`src/rtl/comp_sched_pkg.sv`:
```
// comp_sched_pkg: FSM state constants and default widths/latency shared by comparator_scheduler.
package comp_sched_pkg;
    localparam int DEF_CHECK_W = 20;
    localparam int DEF_DATA_W  = 32;
    localparam int DEF_CMP_LAT = 2;

    typedef logic [2:0] state_t;

    localparam logic [2:0] IDLE = 3'd0;
    localparam logic [2:0] COMP = 3'd1;
    localparam logic [2:0] WAIT = 3'd2;
    localparam logic [2:0] SEL  = 3'd3;
    localparam logic [2:0] CAPT = 3'd4;
    localparam logic [2:0] RESP = 3'd5;
endpackage

```
`src/rtl/comp_sched_arbiter.sv`:
```
// comp_sched_arbiter: combinational one-hot picker; round-robin from ptr+1 with COMP_SCHED_RR_EN,
// otherwise fixed priority with the lowest index winning.
module comp_sched_arbiter #(
    parameter int N_REQ = 4,
    parameter int IW = $clog2(N_REQ)
) (
    input  logic [N_REQ-1:0] valid,
`ifdef COMP_SCHED_RR_EN
    input  logic [IW-1:0]    ptr,
`endif
    output logic [N_REQ-1:0] grant
);
    // Scanning from lowest to highest priority lets the last hit win.
    always_comb begin
        grant = '0;
`ifdef COMP_SCHED_RR_EN
        for (int k = N_REQ; k >= 1; k--)
            if (valid[(int'(ptr) + k) % N_REQ]) grant = N_REQ'(1) << ((int'(ptr) + k) % N_REQ);
`else
        for (int i = N_REQ - 1; i >= 0; i--)
            if (valid[i]) grant = N_REQ'(1) << i;
`endif
    end
endmodule

```
`src/rtl/comparator_scheduler.sv`:
```
// comparator_scheduler: shares the sprite-collision comparator among N_REQ requesters, one query at a time.
// COMP_SCHED_RR_EN selects round-robin arbitration; undefined gives fixed priority (no pointer register).
module comparator_scheduler
    import comp_sched_pkg::*;
#(
    parameter int N_REQ   = 4,
    parameter int CHECK_W = DEF_CHECK_W,
    parameter int DATA_W  = DEF_DATA_W,
    parameter int CMP_LAT = DEF_CMP_LAT,
    localparam int IW     = $clog2(N_REQ)
) (
    input  logic                     clk,
    input  logic                     reset,
    input  logic [N_REQ-1:0]         req_valid,
    input  logic [N_REQ*CHECK_W-1:0] req_check,
    output logic [N_REQ-1:0]         req_ready,
    output logic                     rsp_valid,
    input  logic                     rsp_ready,
    output logic [IW-1:0]            rsp_id,
    output logic [DATA_W-1:0]        rsp_data,
    output logic [CHECK_W-1:0]       check,
    output logic                     refresh_comp,
    output logic                     refresh_select,
    input  logic [DATA_W-1:0]        read_data,
    output logic                     busy
);
    state_t           state;
    logic [3:0]       cnt;
    logic [N_REQ-1:0] grant;
    logic [IW-1:0]    widx;
    logic             hs;

    always_comb begin
        widx = '0;
        for (int i = 0; i < N_REQ; i++)
            if (grant[i]) widx = IW'(i);
    end

    assign req_ready      = (state == IDLE) ? grant : '0;
    assign hs             = |req_ready;
    assign refresh_comp   = state == COMP;
    assign refresh_select = state == SEL;
    assign rsp_valid      = state == RESP;
    assign busy           = state != IDLE;

`ifdef COMP_SCHED_RR_EN
    logic [IW-1:0] ptr;

    always_ff @(posedge clk or negedge reset)
        if (!reset) ptr <= IW'(N_REQ - 1);
        else if (hs) ptr <= widx;

    comp_sched_arbiter #(.N_REQ(N_REQ)) u_arb (.valid(req_valid), .ptr(ptr), .grant(grant));
`else
    comp_sched_arbiter #(.N_REQ(N_REQ)) u_arb (.valid(req_valid), .grant(grant));
`endif

    // WAIT lasts CMP_LAT-1 cycles; with CMP_LAT=1 it is skipped entirely.
    always_ff @(posedge clk or negedge reset) begin
        if (!reset) begin
            state    <= IDLE;
            cnt      <= '0;
            check    <= '0;
            rsp_id   <= '0;
            rsp_data <= '0;
        end else begin
            case (state)
                IDLE: if (hs) begin
                    state  <= COMP;
                    check  <= req_check[widx*CHECK_W +: CHECK_W];
                    rsp_id <= widx;
                end
                COMP: begin
                    cnt   <= 4'(CMP_LAT - 1);
                    state <= (CMP_LAT == 1) ? SEL : WAIT;
                end
                WAIT: begin
                    cnt <= cnt - 4'd1;
                    if (cnt == 4'd1) state <= SEL;
                end
                SEL:  state <= CAPT;
                CAPT: begin
                    rsp_data <= read_data;
                    state    <= RESP;
                end
                RESP: if (rsp_ready) state <= IDLE;
                default: state <= IDLE;
            endcase
        end
    end
endmodule

```
`config.mk`:
```
export PLATFORM = sky130hd
export DESIGN_NAME = comparator_scheduler
export DESIGN_NICKNAME = d
export VERILOG_FILES = /design/src/rtl/comp_sched_pkg.sv /design/src/rtl/comp_sched_arbiter.sv /design/src/rtl/comparator_scheduler.sv
export SDC_FILE = /design/constraint.sdc
export NUM_CORES = 1
export LEC_CHECK = 0
export BUFFER_PORTS_ARGS = -buffer_cell sky130_fd_sc_hd__buf_2
export CAP_MARGIN = 20
export CORE_MARGIN = 5
export CORE_UTILIZATION = 46
export CTS_BUF_LIST = sky130_fd_sc_hd__clkbuf_8 sky130_fd_sc_hd__clkbuf_16
export DETAILED_ROUTE_END_ITERATION = 6
export PLACE_DENSITY = 0.81
export RECOVER_POWER = 50
export SYNTH_ARGS = -nofsm -noshare
export SYNTH_HDL_FRONTEND = slang
export SYNTH_SLANG_ARGS = --single-unit
```
`constraint.sdc`:
```
create_clock -name clk -period 1.98 [get_ports clk]
set_input_delay 0.396 -clock clk [delete_from_list [all_inputs] [get_ports clk]]
set_output_delay 0.396 -clock clk [all_outputs]
set_load 0.05 [all_outputs]
```
==> results of run 1 <==
-- cell usage after synthesis (14+ instances only) --
library cell / n / area [um2]
a22o_1: 14 / 123
and3b_1: 14 / 123
a31oi_1: 19 / 119
nor2b_1: 15 / 93.8
inv_1: 19 / 71.3
dfrtp_1: 61 / 1530
a21oi_1: 41 / 205
clkbuf_1: 17 / 63.8
o21ai_0: 16 / 80.1
mux2_2: 31 / 349
nand3b_1: 20 / 150
-- worst reg2reg max path, delay by kind of cell, from the launching register on --
family,cells,cell delay [ps]
DFF,1,410
muxes,1,360
buffers and inverters,2,410
and+or+nand+nor,2,340
-- layout make-up --
class                   count  share of cell area (%)
clock buffers              11                    3.20
clock inverters             5                    1.56
inverters                  20                    1.59
multi-input cells         233                    36.3
flip-flops and latches     61                    32.2
well taps                  99                    2.62
repair buffers            204                    22.5
-- path summary, 6_finish.rpt --
kind / start / to / slack [ps] / cells past startpoint
worst max-delay path: state[0]$_DFFE_PN0P_ / req_ready[1] / 80 / 4
worst min-delay path: read_data[8] / rsp_data[8]$_DFFE_PN0P_ / 300 / 2
worst max register to register: state[0]$_DFFE_PN0P_ / rsp_data[17]$_DFFE_PN0P_ / 350 / 5
worst min register to register: rsp_data[8]$_DFFE_PN0P_ / rsp_data[8]$_DFFE_PN0P_ / 500 / 1
max in group asynchronous: reset / rsp_data[0]$_DFFE_PN0P_ / 610 / 2
min in group asynchronous: reset / rsp_data[7]$_DFFE_PN0P_ / 500 / 2
-- where the power goes --
part	leakage (uW)	internal [uW]	switching (uW)	total [uW]
Sequential	0.000704	1880	373	2250
Combinational	0.00146	1370	3340	4700
Clock	0.000121	768	448	1220
-- through the flow --
stage,util (%),cell area [um2],instances,setup slack [ps],power (uW)
2_1_floorplan,-,3460,346,46.3,5750
3_3_place_gp,62.2,4540,615,175,6900
3_5_place_dp,62.2,4540,615,169,7030
4_1_cts,65.5,4780,633,62.5,8300
5_1_grt,64.9,4730,633,5.77,8640
6_report,64.9,4730,633,78.9,8170
-- what timing repair did --
| item | 4_1_cts | 5_1_grt |
|---|---|---|
| pin swaps | 1 | 0 |
| setup buffers | 2 | 0 |
| gates resized for setup | 0 | 1 |
| setup endpoints to repair | 4 | 1 |
| hold buffers | 0 | 0 |
-- metal layers --
| layer | GRT usage (%) | part of all wire (%) | vias up |
|---|---|---|---|
| li1 | - | - | 1637 |
| met1 | 24.5 | 41 | 1540 |
| met2 | 34.0 | 47 | 177 |
| met3 | 7.19 | 10 | 19 |
| met4 | 8.96 | 2.0 | 0 |
| met5 | 0 | 0 | - |
-- cell families after synthesis --
family | after synthesis | share of synthesized area [%]
adder cells (fa/ha/maj) | 2 | 0.723
AO/OA/AOI/OAI | 114 | 21.2
AND/OR/NAND/NOR | 84 | 17.0
flip-flops | 61 | 44.1
multiplexers | 32 | 10.4
buffers and inverters | 52 | 6.29
XOR/XNOR | 1 | 0.253
-- registers in the layout (all words and copies together), names as in the netlist --
| name | flops |
|---|---|
| rsp_id | 2 |
| rsp_data | 32 |
| cnt | 4 |
| state | 3 |
| check | 20 |
==> impl_results.md, run 1 <==
- Crit path time final: approximately 1900 ps
- Detail Route Antenna Nets: 0
- GRT Residual Overflow: 0
- Vias in the first global route: approximately 3500
- Flops & latches, synth: 61
- Routed len/inst: 15.6 um
- PD cells: ~1700 nW/um2
- CP arrival: approximately 1500 ps
- WL final: roughly 10000 um
- Sequential fraction of the synthesis area: between 40% and 50%
- Worst slew pin tran: about 1400 ps
- # diodes: 0
- Mapped Cells: approximately 350
- CTS tree: built
- DPL Wire Length: around 7700 um
- Startpoint Class: flip-flop
- Cell Chain, Critical Path: nor3_4 > buf_4 > and2_1 > buf_2
- YS warnings: 0
- GPL Wtd Cong: between 0.8 and 0.9
- Worst setup EP type: primary output
- Yosys cell types: 43
- IR drop worst, VDD: 0.000865 V
- RSZ-0062 raised after global routing: false
- Maximum clock frequency: roughly 530 MHz
- Status: complete, no violations
- Clock Skews: roughly 4.0 ps
- Critical path's top delay family: buffers and inverters
- Core Area: 7290 um2
- Layout cells sized above 1: about 44%
- Worst rel slew slack: about 3.7%
- Area of the multi-input gates: between 1500 and 2000 um2
- Initial core utilization: 47.4%
- Clock latency on the worst-skew pair: about 320 ps
- IO buf count: 180
- Die H: around 97 um
- Final Max Tran Viols: 0
- Row count: 31
- GRT Resource Usage Total: roughly 21%
- Register area: ~1500 um2
- Clock Path Buffers: 2
- Total of max-cap violations: 0
- DR vias/cell: 5.33
- Sink Count: 61
- CTS Buf Count: 9
- Cell Area, Synth: 3460 um2
- Synth Net Count: between 400 and 500
- Clock Tree Root: clkbuf_8
- Final Hold Fails: 0
- Commonest cells after routing, fill and taps aside: buf_2 (155), dfrtp_1 (61), a21oi_1 (41)
- Fill cells: roughly 620
- Crit share post-route: between 90 and 100%
- Share of flip-flops with an asynchronous set or reset: 100%
- Pre-antenna DRT Iters: 5
- Initial antenna violation count: 0
- Die Span X: about 97 um
- Die ar.: between 9000 and 10000 um2
- Critical-path maximum fanout: 7
- Post-synth EDFFs: 0
- Main flop type after synthesis: dfrtp_1
- Fin Setup TNS: 0 ps
- Mean Syn Cell Area: 10.0 um2
- Via count: approximately 3400
- CP required: ~1600 ps
- Clock transition at path regs: 60 ps
- P&R area growth vs syn: 36.9%
- Worst min path class: primary input to flip-flop
- Final setup viols: 0
- Global-route wire length before repair: 16200 um
- Remaining routing DRC violations: 0
- DRT iter0 DRCs: between 100 and 150
- Htree depth: 3
- Commonest non-fill, non-tap cell in the layout: buf_2
- CP bufs+invs: 2
- CP max-delay cell: dfrtp_1
- Worst hold slack: 297 ps
- CP max stage delay: 410 ps
- Fin nets: 650
- Largest net degree at the start of global routing: 62
- CP Class: flip-flop to primary output
- IO Count: 181
- Pleak: between 0.002 and 0.0025 uW
Note: power is estimated with default switching activity, not from simulation.
==> inputs of run 2 (changes only) <==
--- a/config.mk
+++ b/config.mk
@@ -8,11 +8,12 @@
 export BUFFER_PORTS_ARGS = -buffer_cell sky130_fd_sc_hd__buf_2
 export CAP_MARGIN = 20
 export CORE_MARGIN = 5
-export CORE_UTILIZATION = 46
+export CORE_UTILIZATION = 41
 export CTS_BUF_LIST = sky130_fd_sc_hd__clkbuf_8 sky130_fd_sc_hd__clkbuf_16
 export DETAILED_ROUTE_END_ITERATION = 6
-export PLACE_DENSITY = 0.81
+export PLACE_DENSITY = 0.77
 export RECOVER_POWER = 50
+export REMOVE_ABC_BUFFERS = 1
 export SYNTH_ARGS = -nofsm -noshare
 export SYNTH_HDL_FRONTEND = slang
 export SYNTH_SLANG_ARGS = --single-unit
==> constraint.sdc (replaced) <==
create_clock -name clk -period 1.7 [get_ports clk]
set_input_delay 0.34 -clock clk [delete_from_list [all_inputs] [get_ports clk]]
set_output_delay 0.34 -clock clk [all_outputs]
set_load 0.05 [all_outputs]
==> run 2 against run 1 <==
Compared with the run above:
- the flow now finishes with violations (setup timing)
- die area grew 11%
- non-clock buffer count grew 5
- critical path depth shrank 1
- sequential share of layout area shrank 0.96 points
- first-iteration DRC count shrank 28%
- sequential power grew 16%
- clock skew grew 2.6 ps
- sequential cell count is the same
- power grew 18%
- final cell count grew 1.6%
- worst hold slack lost 45 ps
- routed wire length shrank 0.97%
- largest power group unchanged
- highest routed layer unchanged
==> impl_results.md, run 2 (synthesis gave the netlist of run 1 again) <==
- Crit share post-route: 105%
- Remaining routing DRC violations: 0 (unchanged)
- Routed len/inst: 15.2 um (-2.5%)
- Final Worst Setup Slack: -84.3 ps (-163 ps)
- Initial antenna violation count: 0 (unchanged)
- Final Hold Fails: 0 (unchanged)
- Row count: 33 (+6.5%)
- Critical-path maximum fanout: 6 (-1)
- Core Area: 8220 um2 (+13%)
- P&R area growth vs syn: 41.3%
- Die H: 102 um (+5.3%)
- CTS Hold Bufs: 0 (unchanged)
- Violated checks: setup timing
- Crit path time final: 1780 ps
- Largest register FFs: 32 (unchanged)
- CP Class: flip-flop to primary output
- WL final: 9780 um (-0.97%)
- IO buf count: 180 (unchanged)
- Global-route wire length before repair: 15100 um (-6.6%)
- Top flop regs: rsp_data: 32 flops, check: 20 flops, cnt: 4 flops
- Clock Tree Root: clkbuf_8
- Detail Route Antenna Nets: 0 (unchanged)
- CP required: 1360 ps (-220 ps)
- Final Max Tran Viols: 0 (unchanged)
- Fin Setup TNS: -370 ps (-370 ps)
- Die ar.: 10400 um2 (+11%)
- Worst min path class: primary input to flip-flop
- IO Count: 181 (unchanged)
- Commonest non-fill, non-tap cell in the layout: buf_2
- IR drop worst, VDD: 0.000837 V (-3.2%)
- Initial core utilization: 42.1% (-5.3 points)
- Placed inst area: 4550 um2 (+0.25%)
- Status: finished, violations left
- # diodes: 0 (unchanged)
- Layout cells sized above 1: 50.0% (+6.0 points)
- Sink Count: 61 (unchanged)
- CTS Buf Count: 9 (unchanged)
- Via count: 3320 (-1.6%)
- Commonest cells after routing, fill and taps aside: buf_2 (172), dfrtp_1 (59), a21oi_1 (40)
- Total of max-cap violations: 0 (unchanged)
- Htree depth: 3 (unchanged)
- Clock transition at path regs: 60 ps (about the same)
- Design Area, Final: 4890 um2 (+3.2%)
- Fin nets: 655 (+0.77%)
- Clock Skews: 6.69 ps (+2.64 ps)
- Worst rel slew slack: 3.43% (-0.25 points)
- Startpoint Class: flip-flop
- Worst setup EP type: primary output
- DR vias/cell: 5.16 (-3.1%)
- Tot Pwr: 9660 uW (+18%)
- Worst slew pin tran: 1450 ps (+3.78 ps)
- Maximum clock frequency: ~560 MHz
- Vias in the first global route: 3248 (-6.8%)
- CTS tree: built
- GPL Wtd Cong: 0.882 (about the same)
- DPL Wire Length: 7530 um (-1.7%)
- Final setup viols: 6 (+6)
- Die Span X: 102 um (+5.3%)
- RSZ-0062 raised after global routing: true
- GRT Residual Overflow: 0 (unchanged)
- Pleak: 0.00237 uW (+3.6%)
- CP arrival: 1440 ps (-70 ps)
- Pre-antenna DRT Iters: 4 (-1)
- PD cells: 1980 nW/um2 (+15%)
- GRT Resource Usage Total: 18.2% (-2.5 points)
- DRT iter0 DRCs: 93 (-28%)
- Largest net degree at the start of global routing: 62 (unchanged)
- Clock Path Buffers: 2 (unchanged)
- Most flop-heavy register: rsp_data
- Clock latency on the worst-skew pair: 320 ps (about the same)
[run 2: cell types whose count changed in the layout (fill, tap and decap cells not counted), sizes merged]
cell / delta
clkbuf: -24
clkinvlp: +1
bufinv: -1
buf: +29
inv: -1
[run 2: what timing repair did]
action	in CTS	in global routing
buffers inserted	4	5
resized for setup	26	8
endpoints found under the setup margin	8	8
pin swaps	3	4
[run 2: layer usage]
| layer | wire (um) | GRT usage [%] | share of wire, % | vias to the layer above |
|---|---|---|---|---|
| met3 | 870 | 3.55 | 8.9 | 10 |
| met5 | 0 | 0 | 0 | - |
| met1 | 4130 | 22.8 | 42 | 1527 |
| li1 | - | - | - | 1645 |
| met4 | 133 | 6.26 | 1.4 | 0 |
| met2 | 4650 | 31.5 | 48 | 138 |
[run 2: layout make-up]
cell class / instances / area, um2
Clock buffer: 11 / 151
Clock inverter: 4 / 47.5
Fill cell: 694 / 3330
Inverter: 20 / 80.1
Multi-Input combinational cell: 233 / 1740
Sequential cell: 61 / 1530
Tap cell: 105 / 131
Timing Repair Buffer: 209 / 1210
[run 2: path summary, 6_finish.rpt]
path	slack, ps	endpoint	start	cells after the start
min	250	rsp_data[1]$_DFFE_PN0P_	read_data[1]	2
max in group asynchronous	280	state[1]$_DFFE_PN0P_	reset	2
max	-80	req_ready[2]	state[0]$_DFFE_PN0P_	3
max reg2reg	-20	cnt[3]$_DFFE_PN0P_	state[0]$_DFFE_PN0P_	6
min in group asynchronous	450	rsp_data[4]$_DFFE_PN0P_	reset	2
min reg2reg	500	rsp_data[17]$_DFFE_PN0P_	rsp_data[17]$_DFFE_PN0P_	1
[run 2: stage by stage]
step | setup WS [ps] | util [%] | hold slack [ps] | std cells
2_1_floorplan | -872 | - | 44.4 | 314
3_3_place_gp | 38.3 | 55.4 | 370 | 620
3_5_place_dp | 28.0 | 55.4 | 374 | 620
4_1_cts | -75.9 | 59.1 | 19.6 | 639
5_1_grt | -165 | 59.5 | 237 | 643
6_report | -84.3 | 59.5 | 252 | 643
[run 2: where the power goes]
part           internal, uW  switching [uW]
sequential             2190             419
clock                   743             525
combinational          1870            3910
total                  4800            4860
[run 2: critical path, cell delays in order (launching register included)]
cell,delay (ps)
dfrtp_2,430
nor3_4,310
and3_4,240
buf_8,140
